<file path="src/rtl/mem_wb_stage.sv">
// MEM/WB pipeline register: waits out cache misses, extracts byte loads and registers the writeback bundle.
// Optional performance counters are enabled by defining MEM_WB_PERF_CNT_EN.
module mem_wb_stage #(
   parameter int MISS_TIMEOUT  = 64,
   parameter bit SIGN_EXT_BYTE = 1'b1
) (
   input  logic        clk,
   input  logic        rst_b,
   input  logic        in_valid,
   input  logic        flush,
   input  logic        cache_en,
   input  logic        is_load,
   input  logic        b,
   input  logic        hit,
   input  logic [31:0] cache_addr,
   input  logic [31:0] cache_data_out,
   input  logic [31:0] alu_result,
   input  logic [4:0]  dest_reg,
   input  logic        reg_write_en,
   output logic        stall,
   output logic        wb_valid,
   output logic        wb_reg_write,
   output logic [4:0]  wb_dest,
   output logic [31:0] wb_data,
   output logic        miss_error
`ifdef MEM_WB_PERF_CNT_EN
   ,
   output logic [31:0] perf_miss_cnt,
   output logic [31:0] perf_stall_cyc
`endif
);

   localparam int CW = $clog2(MISS_TIMEOUT + 1);

   typedef enum logic [1:0] {
      S_IDLE      = 2'd0,
      S_MISS_WAIT = 2'd1,
      S_ERROR     = 2'd2
   } state_t;

   state_t          r_state;
   logic [CW-1:0]   r_wait_cnt;

   logic            w_miss;
   logic            w_stall;
   logic            w_capture;
   logic [7:0]      w_lane;
   logic [31:0]     w_load_data;
   logic [31:0]     w_wb_data_next;
   logic            w_unused_addr;

   assign w_unused_addr = ^cache_addr[31:2];

   assign w_miss    = in_valid & cache_en & ~hit & ~flush;
   assign w_stall   = (r_state == S_ERROR) ? in_valid : w_miss;
   assign w_capture = in_valid & ~flush & ~w_stall;
   // Stall is forced low while reset is held so upstream never freezes on stale state.
   assign stall     = rst_b & w_stall;

   // Big-endian lanes: address offset 0 is the most significant byte.
   always_comb begin
      w_lane = cache_data_out[7:0];
      case (cache_addr[1:0])
         2'd0:    w_lane = cache_data_out[31:24];
         2'd1:    w_lane = cache_data_out[23:16];
         2'd2:    w_lane = cache_data_out[15:8];
         default: w_lane = cache_data_out[7:0];
      endcase
   end

   always_comb begin
      w_load_data = cache_data_out;
      if (b) begin
         if (SIGN_EXT_BYTE) w_load_data = {{24{w_lane[7]}}, w_lane};
         else               w_load_data = {24'd0, w_lane};
      end
      w_wb_data_next = (cache_en & is_load) ? w_load_data : alu_result;
   end

   always_ff @(posedge clk or negedge rst_b) begin
      if (!rst_b) begin
         r_state      <= S_IDLE;
         r_wait_cnt   <= '0;
         wb_valid     <= 1'b0;
         wb_reg_write <= 1'b0;
         wb_dest      <= '0;
         wb_data      <= '0;
         miss_error   <= 1'b0;
      end else begin
         if (w_capture) begin
            wb_valid     <= 1'b1;
            wb_reg_write <= reg_write_en;
            wb_dest      <= dest_reg;
            wb_data      <= w_wb_data_next;
         end else begin
            wb_valid     <= 1'b0;
            wb_reg_write <= 1'b0;
         end

         case (r_state)
            S_IDLE, S_MISS_WAIT: begin
               // wait_cnt is 0 in IDLE, so both states share the same count/timeout step.
               if (w_miss) begin
                  if (r_wait_cnt >= CW'(MISS_TIMEOUT - 1)) begin
                     r_state    <= S_ERROR;
                     r_wait_cnt <= CW'(MISS_TIMEOUT);
                     miss_error <= 1'b1;
                  end else begin
                     r_state    <= S_MISS_WAIT;
                     r_wait_cnt <= r_wait_cnt + 1'b1;
                  end
               end else begin
                  r_state    <= S_IDLE;
                  r_wait_cnt <= '0;
               end
            end
            S_ERROR: begin
               r_state <= S_ERROR;
            end
            default: begin
               r_state    <= S_IDLE;
               r_wait_cnt <= '0;
            end
         endcase
      end
   end

`ifdef MEM_WB_PERF_CNT_EN
   logic [31:0] r_perf_miss_cnt;
   logic [31:0] r_perf_stall_cyc;

   always_ff @(posedge clk or negedge rst_b) begin
      if (!rst_b) begin
         r_perf_miss_cnt  <= '0;
         r_perf_stall_cyc <= '0;
      end else if (r_state != S_ERROR) begin
         if (r_state == S_IDLE && w_miss) r_perf_miss_cnt <= r_perf_miss_cnt + 32'd1;
         if (w_stall)                      r_perf_stall_cyc <= r_perf_stall_cyc + 32'd1;
      end
   end

   assign perf_miss_cnt  = r_perf_miss_cnt;
   assign perf_stall_cyc = r_perf_stall_cyc;
`endif

endmodule
</file>
<file path="config.mk">
export PLATFORM = sky130hd
export DESIGN_NAME = mem_wb_stage
export DESIGN_NICKNAME = d
export VERILOG_FILES = /design/src/rtl/mem_wb_stage.sv
export SDC_FILE = /design/constraint.sdc
export NUM_CORES = 1
export LEC_CHECK = 0
export ABC_AREA = 1
export BUFFER_PORTS_ARGS = -buffer_cell sky130_fd_sc_hd__clkbuf_2
export CAP_MARGIN = 20
export CORE_MARGIN = 2
export CORE_UTILIZATION = 44
export CTS_CLUSTER_SIZE = 30
export DETAILED_ROUTE_END_ITERATION = 10
export GPL_TIMING_DRIVEN = 0
export PLACE_DENSITY = 0.85
export SLEW_MARGIN = 20
export SYNTH_ARGS = -nofsm -noshare
export SYNTH_HDL_FRONTEND = slang
export SYNTH_SLANG_ARGS = --single-unit
</file>
<file path="constraint.sdc">
create_clock -name clk -period 1.5 [get_ports clk]
set_input_delay 0.3 -clock clk [delete_from_list [all_inputs] [get_ports clk]]
set_output_delay 0.3 -clock clk [all_outputs]
set_load 0.02 [all_outputs]
</file>
==> run summary <==
Leakage: 0.00206 µW
XOR/XNOR Fraction of Synth Area: 0.00883
VDD IR max: 0.312 mV
Final Skew: 0.00437 ns
crit end category: output pin
Cells after Synth: 393
RD Place Congestion: 0.849
WP data required: 1.20 ns
Min-Delay Path Class: in -> async
vias in the first global route: 3094
Setup-failing EPs final: 1
Ports: 151
mux cell area share after synthesis: 0
Final Core Density: 0.597
DP HPWL: 6630 µm
Nets: 639
TritonCTS Buffers: 5
Logic pwr share: 0.168
TritonRoute pass-1 iters: 4
Vias/cell: 5.04
final wirelength: 8420 µm
placed instance area: 0.00367 mm²
Switching Share: 0.287
crit path max fanout: 3
Ys Warns: 0
Antenna diodes: 0
commonest non-fill, non-tap cell in the layout: nand2_1
CTS tree: yes
simple-gate portion of the synthesized area: 0.261
DIE AREA: 0.00744 mm²
Data arrival, critical path: 1.21 ns
Post-Place Setup Slack: -0.173 ns
initial antenna violation count: 0
Cell Rows: 29
Max Fclk: 662 MHz
most frequent cells in the layout: nand2_1 (140), clkbuf_2 (118), dfrtp_1 (48), o21ai_0 (25)
Yosys cell types: 27
Setup CP Type: reg -> out
placed insts: 590
Worst-path clk slew: 0.10 ns
post-route ant nets: 0
die width: 86.2 µm
setup ws final: -0.0105 ns
min cycle time layout: 1.51 ns
register area share after synthesis: 0.412
Worst-Margin Slew: 0.433 ns
Netlist Area Pre-Place: 0.00298 mm²
Max Transition Viols Final: 0
status: finished, violations left
H-tree depth: 2
Initial DRC Count: 194
CTS sink cnt: 49
total grt overflow: 0
root buf cell: clkbuf_8
largest family of logic cells by synthesized area: simple AND/OR/NAND/NOR gates
Pwr Density: 660 mW/mm²
unrepaired setup endpoints after global routing: true
Sequential Power Share: 0.518
Total GRT Usage: 0.239
Max Root-Sink Buffers: 2
Max Cap Viol: 0
Slew HR: 0.712
Initial Util: 0.461
first-pass GRT wire length: 14100 µm
Internal Power: 1810 µW
final hold viol count: 49
violated checks: negative hold slack, negative setup slack
final worst-path cycle share: 1.01
WHS: -0.0704 ns
core area: 0.00646 mm²
clock power share: 0.314
later-pin clock latency in the skew report: 0.30 ns
Net Sw Power: 732 µW
share of cells above drive strength 1: 0.395
Avg WL per Cell: 13.9 µm
DRC viols: 0
#FFs+latches synth: 49
Mean Syn Cell Area: 7.57 µm²
largest net degree at the start of global routing: 51
Synth Area in Compound Gates: 0.230
Cell Count, Final, Fillers Out: 606
adder-cell area share of the yosys netlist: 0.00421
syn nets: 504
Die Span Y: 86.2 µm
Layout area overhead: 29.7%
Final Cell Area: 0.00386 mm²
Port Buffer Count: 120
vias: 3057
CP startpoint kind: register
[Yosys cell counts, drive strengths merged]
master	n	area share
a21boi	6	0.015
xnor2	1	0.0029
a21oi	41	0.094
dfrtp	49	0.41
ha	1	0.0042
buf	11	0.031
clkbuf	8	0.013
nand2	145	0.19
o21ai	57	0.12
inv	31	0.039
nor2	26	0.038
xor2	2	0.0059
nand3	11	0.023
nand4	4	0.013
[cells by family (layout without fill, tap and decap cells)]
| group | count (synthesis) | after routing |
|---|---|---|
| XOR/XNOR | 3 | 3 |
| flip-flops | 49 | 49 |
| AO/OA/AOI/OAI | 104 | 104 |
| adder cells (fa/ha/maj) | 1 | 1 |
| buffers and inverters | 50 | 186 |
| AND/OR/NAND/NOR | 186 | 186 |
[area by class of cell]
type	count	area, µm²
fill	619	2600
multi-input combinational	294	1510
sequential	49	1230
timing repair buffer	128	684
buffer	19	136
inverter	31	116
tap	77	96.3
clock buffer	5	68.8
clock inverter	3	22.5
[timing repair]
item / in CTS / in global routing
pin swaps: 1 / 3
setup endpoints to repair: 22 / 29
setup buffers: 2 / 6
gates resized for setup: 6 / 4
endpoints found under the hold margin: 49 / 49
[final timing paths]
| kind | start | slack [ns] | end | depth (start not counted) |
|---|---|---|---|---|
| max in group asynchronous | rst_b | 1.26 | r_wait_cnt[0]$_DFFE_PN0N_ | 1 |
| min reg2reg | miss_error$_DFFE_PN0P_ | 0.49 | miss_error$_DFFE_PN0P_ | 2 |
| min in group clk | reg_write_en | 0.18 | wb_reg_write$_DFF_PN0_ | 3 |
| max reg2reg | r_wait_cnt[0]$_DFFE_PN0N_ | 0.10 | r_state[0]$_DFF_PN0_ | 7 |
| max | r_state[0]$_DFF_PN0_ | -0.01 | stall | 6 |
| min | rst_b | -0.07 | wb_reg_write$_DFF_PN0_ | 1 |
[layer usage]
layer / vias to the layer above / global-route usage / share of wire
li1: 1533 / - / -
met1: 1394 / 0.308 / 0.42
met2: 120 / 0.405 / 0.50
met3: 10 / 0.0533 / 0.066
met4: 0 / 0.0710 / 0.011
met5: - / 0 / 0
[flip-flops by register name (all words and copies together) (netlist names)]
register and count:
wb_reg_write 1, wb_valid 1, miss_error 1, wb_data 32
r_state 2, r_wait_cnt 7, wb_dest 5
[critical path, cell delays in order, from the launching register on]
cell      delay [ns]
dfrtp_1         0.39
inv_2           0.07
nand2_4         0.06
inv_2           0.06
nand2_1         0.04
a21boi_1        0.13
buf_4           0.16
[power by group through the flow]
stage	registers, µW	logic [µW]	clock network (µW)
floorplan	1350	223	0
global placement	1350	417	0
finish	1320	427	799
detailed placement	1350	426	0
global route	1320	474	888
CTS	1320	429	820
[per-stage QoR]
step | total power (µW) | TNS (ns)
2_1_floorplan | 1570 | 0
3_3_place_gp | 1760 | -0.779
3_5_place_dp | 1770 | -0.849
4_1_cts | 2570 | -0.0268
5_1_grt | 2680 | -0.0728
6_report | 2550 | -0.0105
Power figures use the tool's default switching activity.
